--- config.mk ---
export PLATFORM = sky130hd
export DESIGN_NAME = pir_sensor_frontend_flat
export DESIGN_NICKNAME = d
export VERILOG_FILES = /design/src/rtl/pir_sensor_frontend_if.sv /design/src/rtl/pir_sensor_frontend.sv /design/src/flat_wrapper.sv
export SDC_FILE = /design/constraint.sdc
export NUM_CORES = 1
export LEC_CHECK = 0
export CELL_PAD_IN_SITES_DETAIL_PLACEMENT = 0
export CELL_PAD_IN_SITES_GLOBAL_PLACEMENT = 1
export CORE_MARGIN = 2
export CORE_UTILIZATION = 46
export CTS_BUF_LIST = sky130_fd_sc_hd__clkbuf_4
export DETAILED_ROUTE_END_ITERATION = 16
export PLACE_DENSITY = 0.77
export SLEW_MARGIN = 40
export SYNTH_ARGS = -nofsm -noshare
export SYNTH_HDL_FRONTEND = slang
export SYNTH_SLANG_ARGS = --single-unit
--- constraint.sdc ---
create_clock -name clk -period 2.9 [get_ports clk]
set_clock_uncertainty 0.15 [all_clocks]
set_input_delay 0.58 -clock clk [delete_from_list [all_inputs] [get_ports clk]]
set_output_delay 0.58 -clock clk [all_outputs]
set_load 0.005 [all_outputs]
--- src/rtl/pir_sensor_frontend_if.sv ---
// Signal bundle between the raw PIR pins / system control and the conditioning front end.
// The bus carries plain levels only: there is no valid/ready handshake.
// Every input is sampled on each rising clk edge, and every output is a registered level.
interface pir_sensor_frontend_if;
    logic       enable;
    logic       raw_pir_1;
    logic       raw_pir_2;
    logic       raw_pir_3;
    logic       clear_latch;
    logic       pir_sensor_1;
    logic       pir_sensor_2;
    logic       pir_sensor_3;
    logic [2:0] zone_latched;
    logic [7:0] event_count;
    logic       holdoff_active;
    // Per-channel FSM state, two bits per channel, channel 1 in bits [1:0].
    logic [5:0] dbg_state;

    modport master (
        output enable, raw_pir_1, raw_pir_2, raw_pir_3, clear_latch,
        input  pir_sensor_1, pir_sensor_2, pir_sensor_3,
        input  zone_latched, event_count, holdoff_active, dbg_state
    );

    modport slave (
        input  enable, raw_pir_1, raw_pir_2, raw_pir_3, clear_latch,
        output pir_sensor_1, pir_sensor_2, pir_sensor_3,
        output zone_latched, event_count, holdoff_active, dbg_state
    );
endinterface

--- src/rtl/pir_sensor_frontend.sv ---
// PIR conditioning front end: synchronise, qualify high/low runs, global re-trigger hold-off,
// and keep a sticky zone latch plus a saturating event counter for the display path.
module pir_sensor_frontend #(
    parameter int QUAL_CYCLES    = 4,
    parameter int RELEASE_CYCLES = 4,
    parameter int HOLDOFF_CYCLES = 16
) (
    input  logic                   clk,
    input  logic                   rst,
    pir_sensor_frontend_if.slave   bus
);

    typedef enum logic [1:0] {
        ST_LOW     = 2'd0,
        ST_QUAL_HI = 2'd1,
        ST_HIGH    = 2'd2,
        ST_QUAL_LO = 2'd3
    } state_t;

    // A run of N samples ends on the sample where the counter already holds N-1.
    localparam logic [7:0] QUAL_LAST    = 8'(QUAL_CYCLES - 1);
    localparam logic [7:0] RELEASE_LAST = 8'(RELEASE_CYCLES - 1);
    localparam logic [7:0] HOLDOFF_LOAD = 8'(HOLDOFF_CYCLES);
    localparam bit         QUAL_ONE     = (QUAL_CYCLES == 1);
    localparam bit         RELEASE_ONE  = (RELEASE_CYCLES == 1);

    logic [2:0] raw;
    logic [2:0] sync_meta;
    logic [2:0] sync_q;

    state_t     state_q [3];
    state_t     state_d [3];
    logic [7:0] cnt_q   [3];
    logic [7:0] cnt_d   [3];
    logic [2:0] out_q;
    logic [2:0] out_d;
    logic [2:0] rises;
    logic [2:0] falls;
    logic [7:0] hold_q;
    logic [7:0] hold_d;
    logic       hold_busy;
    logic [2:0] zone_q;
    logic [2:0] zone_d;
    logic [7:0] evt_q;
    logic [7:0] evt_d;
    logic [7:0] evt_base;

    assign raw = {bus.raw_pir_3, bus.raw_pir_2, bus.raw_pir_1};

    // Synchronisers run regardless of enable so a re-arm sees settled levels.
    always_ff @(posedge clk or posedge rst) begin
        if (rst) begin
            sync_meta <= '0;
            sync_q    <= '0;
        end else begin
            sync_meta <= raw;
            sync_q    <= sync_meta;
        end
    end

    assign hold_busy = (hold_q != 8'd0);

    always_comb begin
        out_d = '0;
        for (int i = 0; i < 3; i++) begin
            state_d[i] = state_q[i];
            cnt_d[i]   = cnt_q[i];
            if (!bus.enable) begin
                state_d[i] = ST_LOW;
                cnt_d[i]   = 8'd0;
            end else begin
                case (state_q[i])
                    ST_LOW: begin
                        cnt_d[i] = 8'd0;
                        if (sync_q[i] && !hold_busy) begin
                            if (QUAL_ONE) begin
                                state_d[i] = ST_HIGH;
                            end else begin
                                state_d[i] = ST_QUAL_HI;
                                cnt_d[i]   = 8'd1;
                            end
                        end
                    end
                    ST_QUAL_HI: begin
                        if (!sync_q[i]) begin
                            state_d[i] = ST_LOW;
                            cnt_d[i]   = 8'd0;
                        end else if (cnt_q[i] >= QUAL_LAST) begin
                            state_d[i] = ST_HIGH;
                            cnt_d[i]   = 8'd0;
                        end else begin
                            cnt_d[i] = cnt_q[i] + 8'd1;
                        end
                    end
                    ST_HIGH: begin
                        cnt_d[i] = 8'd0;
                        if (!sync_q[i]) begin
                            if (RELEASE_ONE) begin
                                state_d[i] = ST_LOW;
                            end else begin
                                state_d[i] = ST_QUAL_LO;
                                cnt_d[i]   = 8'd1;
                            end
                        end
                    end
                    ST_QUAL_LO: begin
                        if (sync_q[i]) begin
                            state_d[i] = ST_HIGH;
                            cnt_d[i]   = 8'd0;
                        end else if (cnt_q[i] >= RELEASE_LAST) begin
                            state_d[i] = ST_LOW;
                            cnt_d[i]   = 8'd0;
                        end else begin
                            cnt_d[i] = cnt_q[i] + 8'd1;
                        end
                    end
                    default: begin
                        state_d[i] = ST_LOW;
                        cnt_d[i]   = 8'd0;
                    end
                endcase
            end
            out_d[i] = (state_d[i] == ST_HIGH) || (state_d[i] == ST_QUAL_LO);
        end
    end

    assign rises = out_d & ~out_q;
    assign falls = out_q & ~out_d;

    // A forced drop from enable=0 clears the hold-off instead of starting one.
    always_comb begin
        hold_d = hold_q;
        if (!bus.enable) begin
            hold_d = 8'd0;
        end else if (|falls) begin
            hold_d = HOLDOFF_LOAD;
        end else if (hold_busy) begin
            hold_d = hold_q - 8'd1;
        end
    end

    // Clear applies first, so rises on the same edge survive into the fresh latch/count.
    always_comb begin
        evt_base = bus.clear_latch ? 8'd0 : evt_q;
        zone_d   = (bus.clear_latch ? 3'b000 : zone_q) | rises;
        evt_d    = evt_base;
        if ((|out_d) && !(|out_q) && (evt_base != 8'hFF)) begin
            evt_d = evt_base + 8'd1;
        end
    end

    always_ff @(posedge clk or posedge rst) begin
        if (rst) begin
            for (int i = 0; i < 3; i++) begin
                state_q[i] <= ST_LOW;
                cnt_q[i]   <= 8'd0;
            end
            out_q  <= '0;
            hold_q <= 8'd0;
            zone_q <= '0;
            evt_q  <= 8'd0;
        end else begin
            for (int i = 0; i < 3; i++) begin
                state_q[i] <= state_d[i];
                cnt_q[i]   <= cnt_d[i];
            end
            out_q  <= out_d;
            hold_q <= hold_d;
            zone_q <= zone_d;
            evt_q  <= evt_d;
        end
    end

    assign bus.pir_sensor_1   = out_q[0];
    assign bus.pir_sensor_2   = out_q[1];
    assign bus.pir_sensor_3   = out_q[2];
    assign bus.zone_latched   = zone_q;
    assign bus.event_count    = evt_q;
    assign bus.holdoff_active = hold_busy;
    assign bus.dbg_state      = {state_q[2], state_q[1], state_q[0]};

endmodule

--- src/flat_wrapper.sv ---
// flat-port wrapper written by rule: the top's interface ports become plain ports
module pir_sensor_frontend_flat 
#(
    parameter int QUAL_CYCLES    = 4,
    parameter int RELEASE_CYCLES = 4,
    parameter int HOLDOFF_CYCLES = 16
)
  (clk, rst, bus_enable, bus_raw_pir_1, bus_raw_pir_2, bus_raw_pir_3, bus_clear_latch, bus_pir_sensor_1, bus_pir_sensor_2, bus_pir_sensor_3, bus_zone_latched, bus_event_count, bus_holdoff_active, bus_dbg_state);
  pir_sensor_frontend_if bus_i ();
  input  logic clk;
  input  logic rst;
  input wire logic [$bits(bus_i.enable)-1:0] bus_enable;
  input wire logic [$bits(bus_i.raw_pir_1)-1:0] bus_raw_pir_1;
  input wire logic [$bits(bus_i.raw_pir_2)-1:0] bus_raw_pir_2;
  input wire logic [$bits(bus_i.raw_pir_3)-1:0] bus_raw_pir_3;
  input wire logic [$bits(bus_i.clear_latch)-1:0] bus_clear_latch;
  output wire logic [$bits(bus_i.pir_sensor_1)-1:0] bus_pir_sensor_1;
  output wire logic [$bits(bus_i.pir_sensor_2)-1:0] bus_pir_sensor_2;
  output wire logic [$bits(bus_i.pir_sensor_3)-1:0] bus_pir_sensor_3;
  output wire logic [$bits(bus_i.zone_latched)-1:0] bus_zone_latched;
  output wire logic [$bits(bus_i.event_count)-1:0] bus_event_count;
  output wire logic [$bits(bus_i.holdoff_active)-1:0] bus_holdoff_active;
  output wire logic [$bits(bus_i.dbg_state)-1:0] bus_dbg_state;
  assign bus_i.enable = bus_enable;
  assign bus_i.raw_pir_1 = bus_raw_pir_1;
  assign bus_i.raw_pir_2 = bus_raw_pir_2;
  assign bus_i.raw_pir_3 = bus_raw_pir_3;
  assign bus_i.clear_latch = bus_clear_latch;
  assign bus_pir_sensor_1 = bus_i.pir_sensor_1;
  assign bus_pir_sensor_2 = bus_i.pir_sensor_2;
  assign bus_pir_sensor_3 = bus_i.pir_sensor_3;
  assign bus_zone_latched = bus_i.zone_latched;
  assign bus_event_count = bus_i.event_count;
  assign bus_holdoff_active = bus_i.holdoff_active;
  assign bus_dbg_state = bus_i.dbg_state;
  pir_sensor_frontend #(.QUAL_CYCLES(QUAL_CYCLES), .RELEASE_CYCLES(RELEASE_CYCLES), .HOLDOFF_CYCLES(HOLDOFF_CYCLES)) u_core (.clk(clk), .rst(rst), .bus(bus_i));
endmodule
* After elaboration in Yosys (flattened, before gate mapping) *
Cells that the tools add are included.

storage, ports and cells
  output and inout bits = 21
  bits of input ports = 7
  register bits after elaboration = 58
  logic and storage cells = 110

operators by class
  $add $sub $neg = 5
  muxes and demuxes = 51
  bitwise logic cells = 5
  reductions and logical operators = 17
  equality and inequality tests = 17
  $lt $le $gt $ge = 3

operator list
  kind                                                   number
  2-to-1 mux 8 bit                                       17
  case mux 8 bit (4 select lines)                        3
  2-to-1 mux 2 bit                                       21
  adder 8 x 1 -> 8 bit, second input constant            4
  == test 2 bit, second input constant                   12
  >= comparator 8 x 2 -> 1 bit, second input constant    3
  case mux 2 bit (4 select lines)                        3
  OR reduction 3 bit                                     3
  inequality test 8 bit, second input constant           1
  nonzero test 8 bit                                     1
  subtractor 8 x 1 -> 8 bit, second input constant       1
  AND 3 bit                                              2
  == test 2 x 1 -> 1 bit, second input constant          3
  logical NOT 2 bit                                      3
  2-to-1 mux 1 bit                                       6
  NOT 3 bit                                              2
  logical AND 1 bit                                      5
  logical OR 1 bit                                       3
  2-to-1 mux 3 bit                                       1
  inequality test 3 x 1 -> 1 bit, second input constant  1
  OR 3 bit                                               1
  logical NOT 1 bit                                      2

* Logic depth before layout (Yosys ltp) *
Gate-level depths: netlist of the first run.

  depth in word-level cells = 13
  depth in mapped cells = 9
  mapped depth without buffers = 7

* Least setup slack after synthesis of the first run *
OpenSTA, ideal clock, no wires.

  kind = reg-to-reg
  start = register u_core.cnt_q[16] (netlist name)
  end = register u_core.evt_q[1], in the netlist u_core.bus.event_count[1]
  stages on the path, launching flop included = 7
  arrival = 2.163 ns
  buffers on the path = 0
  slack = 0.461 ns
  period minus slack after synthesis = 2.439 ns
  required time = 2.625 ns
  library setup time = 0.125 ns
  cells stage by stage = dfrtp_1 -> ha_1 -> or4_4 -> o311a_4 -> nor4_4 -> a21oi_2 -> mux2_4

on the way
  cells in the longest elaborated chain, start to end = 11
  elaborated cells between the ends (all ways) = 14
  those cells by class = 1 x order compare; 2 x eq/ne; 7 x mux; 4 x reduce/logical

ends and longest elaborated chain
  item                                 RTL line                                               source
  from (decl)                          pir_sensor_frontend.sv:33                              logic [7:0] cnt_q [3];
  from (signal, indexed assignment)    pir_sensor_frontend.sv:165                             cnt_q[i] <= cnt_d[i];
  >= comparator 8 x 2 -> 1 bit (*)     pir_sensor_frontend.sv:88, pir_sensor_frontend.sv:110
  2-to-1 mux 2 bit (on tied branches)  pir_sensor_frontend.sv:110, pir_sensor_frontend.sv:88
  2-to-1 mux 2 bit (on tied branches)  pir_sensor_frontend.sv:107, pir_sensor_frontend.sv:85
  case mux 2 bit (4 select lines) (*)  pir_sensor_frontend.sv:72                              case (state_q[i])
  2-to-1 mux 2 bit (*)                 pir_sensor_frontend.sv:68                              if (!bus.enable) begin
  == test 2 bit                        pir_sensor_frontend.sv:123                             out_d[i] = (state_d[i] == ST_HIGH) || (state_d[i] == ST_QUAL_LO);
  logical OR 1 bit (*)                 pir_sensor_frontend.sv:123
  OR reduction 3 bit (*)               pir_sensor_frontend.sv:147                             if ((|out_d) && !(|out_q) && (evt_base != 8'hFF)) begin
  logical AND 1 bit (*) (2 in series)  pir_sensor_frontend.sv:147
  2-to-1 mux 8 bit (*)                 pir_sensor_frontend.sv:147
  net u_core.evt_d[1]                  pir_sensor_frontend.sv:45                              logic [7:0] evt_d;
  to (signal assigned)                 pir_sensor_frontend.sv:170                             evt_q <= evt_d;
  to (decl)                            pir_sensor_frontend.sv:44                              logic [7:0] evt_q;

Mark *: on every way through the listed nets, which the timed path passes. The rest lies on a longest branch.
A chain may end at the register's enable or synchronous reset.

* Worst setup path in the final report of the first run *
Same ends and word-level chain as after synthesis.

==> metrics list, run 1 <==
* Die area: 6000 um2
- The analysis attributes to cell leakage a power of 0.00136 uW.
- The cell sitting at the root of the clock tree is a clkbuf_4.
* Placement Rows: 26
- Counting every instance in the synthesized netlist gives 215.
- Minimum hold slack: 213 ps
- Fill cells in the final layout number 463.
* Die height: 77.5 um
- The final max-slew violation count was 0.
* Count of state elements after synthesis: 58
- CTS saw 58 sinks.
- Routability-driven placement finished with a final weighted congestion of 0.800.
- Setup repair after global routing missed its margin: false
- Measured against its own limit, the worst slew margin works out to 67.1%.
- Clock tree from TritonCTS: done
* Outcome: complete, no violations
* Fin crit period: 2680 ps
- For this run the aggregate overflow at the end of global routing stands at 0.
* Initial core utilization: 48.0%
- Max Clk Rate: 373 MHz
* Net Sw Power: 699 uW
- Combinational share of power: 31.4%
- In this run, post-CTS hold repair placed 0 buffers.
* Fraction of layout instances using a drive strength above 1: 14.0%
* Wire length of the first global-routing pass: 8310 um
* Count of nets left with antenna violations after detail routing: 0
* Crit path kind: reg2reg
- Synthesis-to-layout area growth: 23.9%
- The initial antenna violation count is 0.
- Per report_power, the clock group accounts for 21.4% of the total.
- In the routed design, unresolved DRC markers number 0.
* Wirelength, routed: 4680 um
- Synthesis instantiated 45 different standard cells from the library.
- The commonest cells after synthesis are dfrtp_1, nor2_1, inv_1.
- At the worst endpoint, the arrival time is 2820 ps.
- Entering global routing, the biggest net connects 59 pins.
* Overall routing resource usage: 18.2%
* I/O pin count: 28
- STA classifies the critical path endpoint as a flip-flop.
* Cell area after synthesis: 2480 um2
* Fraction of registers with async set or reset after synthesis: 100%
- Summing all multi-input logic gate instances after layout gives 1020 um2.
- Share of the yosys chip area belonging to registers: 58.5%
- Measured along the x axis, the die boundary spans 77.5 um.
- Critical path peak fanout: 7
- Routed vias/inst: 4.99
- Internal: 1410 uW
* Register clock-pin slew on the reported worst setup and hold paths: 100 ps
- First-pass DRT Iterations: 4
- Proportion of netlist area held by the largest area contributor: 58.5%
* Tightest Pin Transition: 490 ps
- dfrtp_1 is the most common cell in the netlist.
- For this design the ratio of total power to cell area is 685 nW/um2.
- Type of origin of the critical path: flip-flop
* Endpoint required time on the critical path: 3040 ps
- After synthesis, the cell types taking the most area are dfrtp_1, nor2_1, ha_1.
* Cell type with the largest total area after synthesis: dfrtp_1
- The repair_antennas step left the layout with diodes totalling 0.
* Final routed wire length divided by cell count: 13.4 um
- Sw frac: 33.2%
- In the final design database the tool counted 286 nets.
- After clock tree synthesis, the repair step resized 0 gates.
- Dividing the final minimum period by the clock period gives 92.3%.
* Half-perimeter wire length after placement: 3180 um
- Via total after detailed routing: 1740
- After layout, the design draws a total of 2110 uW.
- Commonest register cell after synthesis: dfrtp_1
- Insertion delay to the later sink of the worst-skew pair: 400 ps
- Setup violations remaining at the end of the flow were counted as 0.
- The H-tree was split into 3 levels.
- The detailed router finished its first iteration with 81 violations.
* TritonCTS buffer count: 9
- Register cell area after layout: 1450 um2
- Class of the tightest hold or removal check: reg2reg
* Number of global-route vias before repair: 1806
* # port buffers: 27
* Synth Area per Inst: 11.5 um2
- Number of flops mapped to enable cells by yosys: 0
- Power share of the sequential group: 47.2%
* Max-cap check violation count: 0
- Yosys synthesis warning count: 0
* Peak ir drop on the vdd network: 0.000320 V
* Total core area: 5170 um2
* Final count of hold timing violations: 0
- Once the clock tree was built, the setup fixing pass inserted 0 buffers.
- Number of buffers on the longest clock path: 2
* TNS Setup: 0 ps
==> layout make-up <==
class	instances	area share [%]
sequential	58	47.2
multi-input combinational	155	33.2
timing repair buffer	38	11.9
tap	70	2.85
clock buffer	9	2.20
inverter	12	1.46
clock inverter	7	1.18
==> path summary, 6_finish.rpt <==
path                                        endpoint  depth (start not counted)  slack [ps]                 from
min reg2reg                         u_core.sync_q[2]                          0         210  u_core.sync_meta[2]
max reg2reg                u_core.bus.event_count[1]                          6         220     u_core.cnt_q[16]
max                        u_core.bus.event_count[1]                          6         220     u_core.cnt_q[16]
max in group asynchronous           u_core.hold_q[6]                          3        1960                  rst
min                                 u_core.sync_q[2]                          0         210  u_core.sync_meta[2]
min in group asynchronous            u_core.cnt_q[5]                          3         390                  rst
==> power groups by stage <==
stage / Clock (uW) / Combinational [uW] / Sequential [uW]
finish: 451 / 662 / 993
global placement: 0 / 657 / 1010
global route: 518 / 735 / 1010
CTS: 470 / 668 / 993
detailed placement: 0 / 662 / 1010
floorplan: 0 / 430 / 989
==> cell usage in the layout, fill, tap and decap left out, drive strengths merged, types with 4 or more instances in the layout <==
cell           Yosys  routed
nor4               8       8
o21ai              4       4
nand2b             4       4
nor3               7       7
nor2b              8       8
xnor2              5       5
nor2              20      20
a21oi             11      11
dfrtp             58      58
clkdlybuf4s50      0      27
inv               12      12
buf                1      11
mux2               5       5
conb               1      18
o32ai              5       5
clkbuf             6       9
clkinv             0       5
ha                 5       5
nand2              8       8
nand3              6       6
or3                5       5
==> critical path, cell delays in order (launching register included) <==
cell,delay [ps]
dfrtp_1,400
ha_1,210
or4_4,440
o311a_4,400
nor4_4,510
a21oi_2,150
mux2_4,310
==> cells by family (layout without fill, tap and decap cells) <==
kind of cell | after synthesis | after routing | share of synthesized area, %
xor+xnor | 8 | 8 | 2.82
compound gates | 38 | 38 | 11.9
mux | 8 | 8 | 3.63
flops | 58 | 58 | 58.5
fa+ha+maj | 5 | 5 | 2.52
simple gates | 78 | 78 | 17.6
other cells | 1 | 18 | 0.151
buf+inv | 19 | 66 | 2.92
==> state kept, by name, summed over array words and instances (netlist names) <==
name and cells:
u_core.sync_q 3, u_core.out_q 3, u_core.hold_q 8, u_core.bus.dbg_state 6, u_core.cnt_q 24, u_core.bus.event_count 8
u_core.bus.zone_latched 3, u_core.sync_meta 3
==> layer usage <==
layer,GRT usage [%],part of all wire [%]
met1,23.5,48
met2,27.6,46
met3,5.81,3.8
met4,9.46,2.3
met5,0,0
==> metrics by stage <==
step	setup slack, ps	area (um2)	instances	utilization (%)
after global placement	177	2970	333	57.5
after CTS	222	3080	349	59.5
after global routing	105	3080	349	59.5
after floorplan	461	2550	232	-
after detailed placement	120	2970	333	57.5
final	222	3080	349	59.5
(Power assumes the default switching activity.)
==> run 2, diff against run 1 <==
- RECOVER_POWER: unset -> 25
- SETUP_SLACK_MARGIN: unset -> 0.15
- clock period: 2.9 -> 2.6 ns (I/O delays scaled with it)
==> run 2 against run 1 <==
Effect of this change:
- critical endpoint unchanged
- worst setup slack got worse by 39 ps
- critical path type unchanged
- core utilization rose by 3.0 points
- clock power rose by 15%
- highest routed layer unchanged
- maximum frequency rose by 11%
- first-iteration DRC count rose by 49%
- combinational power rose by 26%
- clock-buffer cell count rose by 2
- critical path depth rose by 1
==> metrics list, run 2 (synthesis gave the netlist of run 1 again) <==
* Routed vias/inst: 5.05
- Wire length of the first global-routing pass: 8890 um
- Final count of hold timing violations: 0
* I/O pin count: 28
- No sink is reached through more buffers than the 2 on the longest clock path.
* Max-slew violation count: 0
- Critical path's largest stage delay: 460 ps
- In the final design database the tool counted 297 nets.
* Crit path kind: reg2reg
- The pre-antenna-repair detailed-routing pass consisted of 4 iterations.
- On the critical path the largest part of the delay comes from simple AND/OR/NAND/NOR gates.
- The register with the most flip-flops in the layout has 24 of them.
- Tightest Pin Transition: 1400 ps
- Leading cell type in the layout, fill and taps excluded: dfrtp_1
* Peak ir drop on the vdd network: 0.000360 V
- The worst hold path was traced through 0 stages.
- In this run the remaining antenna-violating nets after routing total 0.
* Worst slack after detailed placement: -72.8 ps
* Capturing element type of the critical path: flip-flop
- Cells traversed along the worst timing path: ha_2 -> or4_4 -> o311a_4 -> nor4_4 -> buf_6 -> a21oi_4 -> mux2_4
- Setup repair after global routing could not meet its margin everywhere.
- Normalized max-slew margin: 6.59%
* Antenna violations before repair: 0
- Final routed wire length divided by cell count: 13.9 um
- Critical path peak fanout: 7
* Total core area: 5170 um2
* Endpoint required time on the critical path: 2720 ps
- TritonCTS built the clock tree.
- The H-tree was split into 3 levels.
- Summed over all layers, the global routing overflow is 0.
* Logic depth of the worst register-to-register path: 7
- Max Clk Rate: 414 MHz
- Class of the tightest hold or removal check: reg2reg
- STA classifies the critical path startpoint as a flip-flop.
* Clk root buf: clkbuf_4
- Clock Sink Count: 58
- Number of global-route vias before repair: 1920
- STA puts the critical path data arrival time at 2540 ps.
- Measured along the y axis, the die boundary spans 77.5 um.
- Setup violations remaining at the end of the flow were counted as 0.
- The worst hold path terminates at u_core.sync_q[1].
* Max-cap check violation count: 0
* Register-to-Register Setup Slack: 180 ps
* Final clock period utilization by the worst path: 92.9%
- Fraction of layout instances using a drive strength above 1: 21.8%
* Iter 0 DRT Violations: 121
- Clock latency on the worst-skew pair, taken at its later pin, is 390 ps.
- Leakage power summed over all cells: 0.00143 uW
- Clock-pin slew was measured on the worst setup and hold paths at 90 ps.
* RR Startpoint: u_core.cnt_q[8]
- Core Util, Final: 62.4%
* Register with the most flip-flops: u_core.cnt_q
- Outcome: complete, no violations
- The die covers 6000 um2.
- Hold buffer count at cts: 0
* Placement Rows: 26
* Most used cells in the layout excluding fill and tap cells: dfrtp_1, clkdlybuf4s50_1, nor2_1, buf_4, conb_1
* Antenna diodes: 0
* Critical Path Slowest Stage Cell: or4_4
- Entering global routing, the biggest net connects 59 pins.
- Synthesis-to-layout area growth: 30.1%
* Fin crit period: 2420 ps
- Routability-driven placement finished with a final weighted congestion of 0.792.
* Via total after detailed routing: 1812
* Power density of the placed cells: 763 nW/um2
* Drt drc: 0
- Once routing completed, OpenROAD measured the worst setup slack at 184 ps.
- The worst register-to-register path ends at u_core.bus.event_count[1].
- # port buffers: 27
- Buffers inserted during clock tree synthesis total 9.
- Worst min-delay path startpoint: u_core.sync_meta[1]
* Overall routing resource usage: 19.3%
- Initial core utilization: 48.0%
- TNS Setup: 0 ps
* Half-perimeter wire length after placement: 3240 um
* Horizontal extent of the die: 77.5 um
- Total power consumption of the routed design: 2460 uW
- Number of buffer and inverter instances along the worst setup path: 1
* Wirelength, routed: 4990 um
## run 2: cell count changes in the layout (fill, tap and decap cells not counted), moves of 3 or more
cell,delta
a21oi_2,+3
clkdlybuf4s50_1,-5
dlygate4sd3_1,+4
a21oi_1,-4
buf_4,+9
## run 2: timing repair
item	in CTS	in global routing
resized for setup	12	5
setup buffers	3	1
setup endpoints to repair	7	15
pin swaps	7	4
## run 2: report_power, final
part           total [uW]  switching [uW]  internal (uW)
sequential           1110            99.4           1010
combinational         835             403            432
clock                 520             313            207
## run 2: cell type report
cell class,instances,area [um2]
fill,459,1940
sequential,58,1450
multi-input combinational,155,1100
timing repair buffer,49,439
tap,70,87.6
clock buffer,11,82.6
inverter,12,45.0
clock inverter,4,20.0
## run 2: metrics by stage
step | instances | area, um2 | hold WS [ps]
finish | 359 | 3230 | 208
floorplan | 232 | 2550 | 181
CTS | 358 | 3200 | 204
detailed placement | 340 | 3020 | 192
global route | 359 | 3230 | 213
global placement | 340 | 3020 | 182
## run 2: worst max-delay path by stage
stage	startpoint	endpoint	slack [ps]	depth (start not counted)
floorplan	u_core.cnt_q[16]	u_core.bus.event_count[1]	160	6
global placement	bus_clear_latch	u_core.bus.event_count[3]	-50	8
detailed placement	bus_clear_latch	u_core.bus.event_count[3]	-70	8
CTS	u_core.cnt_q[8]	u_core.bus.event_count[1]	150	7
global route	u_core.cnt_q[8]	u_core.bus.event_count[1]	110	7
finish	u_core.cnt_q[8]	u_core.bus.event_count[1]	180	7
## run 2: worst reg2reg max path, cell delays in order, from the launching register on
cell,delay (ps)
dfrtp_1,390
ha_2,180
or4_4,460
o311a_4,350
nor4_4,230
buf_6,190
a21oi_4,70
mux2_4,300
## run 2: layer usage
metal / GRT usage, % / part of all wire, % / vias to the layer above
li1: - / - / 891
met1: 26.4 / 48 / 883
met2: 29.3 / 47 / 28
met3: 4.88 / 2.8 / 10
met4: 8.39 / 2.1 / 0
met5: 0 / 0 / -
==> run 3, diff against run 2 <==
- CORE_MARGIN: 2 -> 8
- CORE_UTILIZATION: 46 -> 44
- CTS_BUF_LIST: sky130_fd_sc_hd__clkbuf_4 -> unset
- MAX_ROUTING_LAYER: unset -> met4
- PLACE_DENSITY: 0.77 -> 0.74
==> run 3 against run 2 <==
Effect of this change:
- first-iteration DRC count down 44%
- die area up 38%
- worst hold slack worse by 16 ps
- sequential power about the same
- total power up 18%
- final cell count up 1.9%
- sequential cell count unchanged
- final area up 4.6%
- core utilization down 0.71 points
- clock power up 81%
- clock-buffer cell count up 1
- non-clock buffer count up 4
- critical endpoint unchanged
- largest power group unchanged
==> metrics list, run 3 (synthesis gave the netlist of run 1 again) <==
* Outcome: complete, no violations
- Insertion delay to the later sink of the worst-skew pair: 330 ps
- The critical path is of the reg2reg type.
* Drt drc: 0
- Hold buffer count at cts: 0
* Type of origin of the critical path: flip-flop
- Overall routing resource usage: 14.0%
- Buffers placed on the I/O ports in this run total 27.
- The tree is rooted in a clkbuf_8.
* Half-perimeter wire length after placement: 3530 um
- The worst path uses 92.1% of the clock period.
- The routed layout has 1824 vias.
- Capturing element type of the critical path: flip-flop
- Power density of the placed cells: 861 nW/um2
- The library cells used most frequently in the layout, excluding fill and tap cells, are dfrtp_1, buf_4, clkdlybuf4s50_1, nor2_1, conb_1.
- Die height: 91.1 um
* Register clock-pin slew on the reported worst setup and hold paths: 70 ps
- Fin crit period: 2400 ps
- Synthesis-to-layout area growth: 36.1%
- Leading cell type in the layout, fill and taps excluded: dfrtp_1
- Max-cap check violation count: 0
- Minimum hold slack: 191 ps
- The global routing stage identified its most utilized layer as met2.
* Wirelength, routed: 5170 um
* Total congestion overflow after global routing: 0
* Setup repair after global routing missed its margin: false
* Cell area reported after detailed placement: 3030 um2
* CP arrival: 2450 ps
- Placement Rows: 27
- Wire length of the first global-routing pass: 9080 um
- The floorplan step defined a core boundary enclosing 5470 um2.
- Max FFs per register: 24
* Normalized max-slew margin: 36.8%
- The initial antenna violation count came to 0.
- In this run the remaining antenna-violating nets after routing total 0.
* Fraction of layout instances using a drive strength above 1: 22.1%
- In the global route stage, met2 resource usage came out at 21.9%.
- First-pass DRT Iterations: 4
- The worst hold path passes through 0 cells.
* TritonCTS buffer count: 9
- The net count of the finished layout is 301.
- At the end of routability-driven placement, the weighted congestion stood at 0.820.
- Derived from the worst setup path, the maximum achievable clock frequency is 417 MHz.
- The H-tree was split into 3 levels.
- Clock Sink Count: 58
* Max-slew violation count: 0
- I/O pin count: 28
* Number of global-route vias before repair: 1873
- Antenna diodes: 0
- The tightest min-delay check is of the reg2reg type.
- The register with the most flip-flops in the final layout is u_core.cnt_q.
* Final count of hold timing violations: 0
* Endpoint required time on the critical path: 2660 ps
- Initial core utilization: 45.4%
- After detailed routing, the number of vias per cell comes to 4.98.
- Logic depth of the worst register-to-register path: 7
- Met3 track utilization from global routing: 3.62%
- Die area: 8300 um2
- Clock tree from TritonCTS: done
* Iter 0 DRT Violations: 68
* Leakage power summed over all cells: 0.00152 uW
* Met1 track utilization from global routing: 16.6%
- Along the worst path, the maximum fanout reaches 7.
* Number of buffers on the longest clock path: 2
* Tightest Pin Transition: 947 ps
- Entering global routing, the biggest net connects 27 pins.
- Final routed wire length divided by cell count: 14.1 um
* # setup viols final: 0
* Area of all placed cells without fillers: 3380 um2
* Register-to-Register Setup Slack: 200 ps
- In this run the horizontal extent of the chip is 91.1 um.
- Peak ir drop on the vdd network: 0.000456 V
run 3: cell count changes in the layout (fill, tap and decap cells not counted), moves of 2 or more:
cell,delta
a21oi_1,+3
a21oi_2,-3
buf_4,+6
bufinv_16,+2
clkbuf_4,-11
clkbuf_8,+11
clkinv_2,-3
run 3: timing repair:
action	4_1_cts	5_1_grt
pin swaps	5	5
endpoints found under the setup margin	7	16
gates resized for setup	6	8
setup buffers	4	2
run 3: area by class of cell:
cell class              count  area, um2
repair buffers             53        472
clock inverters             4       73.8
flip-flops and latches     58       1450
inverters                  12       45.0
clock buffers              12        155
well taps                  72       90.1
fillers                   479       2090
multi-input cells         155       1090
run 3: path summary, 6_finish.rpt:
| kind | endpoint | start |
|---|---|---|
| worst max register to register | u_core.bus.event_count[1] | u_core.cnt_q[8] |
| worst max-delay path | u_core.bus.event_count[1] | u_core.cnt_q[8] |
| max in group asynchronous | u_core.bus.event_count[0] | rst |
| worst min-delay path | u_core.sync_q[1] | u_core.sync_meta[1] |
| worst min register to register | u_core.sync_q[1] | u_core.sync_meta[1] |
| min in group asynchronous | u_core.sync_meta[2] | rst |
run 3: through the flow:
stage | std cells | setup WS [ps] | total power [uW] | setup TNS, ps | utilization [%]
2_1_floorplan | 232 | 161 | 1580 | 0 | -
3_3_place_gp | 344 | -60.6 | 1900 | -120 | 55.3
3_5_place_dp | 344 | -79.6 | 1910 | -155 | 55.3
4_1_cts | 364 | 155 | 2910 | 0 | 60.7
5_1_grt | 366 | 137 | 3080 | 0 | 61.7
6_report | 366 | 205 | 2910 | 0 | 61.7
run 3: layer usage:
metal / vias to the layer above / part of all wire [%]
met5: - / 0
li1: 901 / -
met2: 19 / 48
met4: 0 / 1.7
met1: 895 / 48
met3: 9 / 2.1
run 3: power by group:
group	total, uW	leakage, uW	internal (uW)	switching, uW
combinational	854	0.000660	455	399
clock	941	0.000117	592	349
sequential	1110	0.000743	1010	101
total	2910	0.00152	2060	849
run 3: critical path: stages, from the launching register on:
cell and delay, ps:
dfrtp_1 390, ha_2 180, or4_4 450, o311a_4 350
nor4_4 230, buf_6 170, a21oi_4 70, mux2_4 290
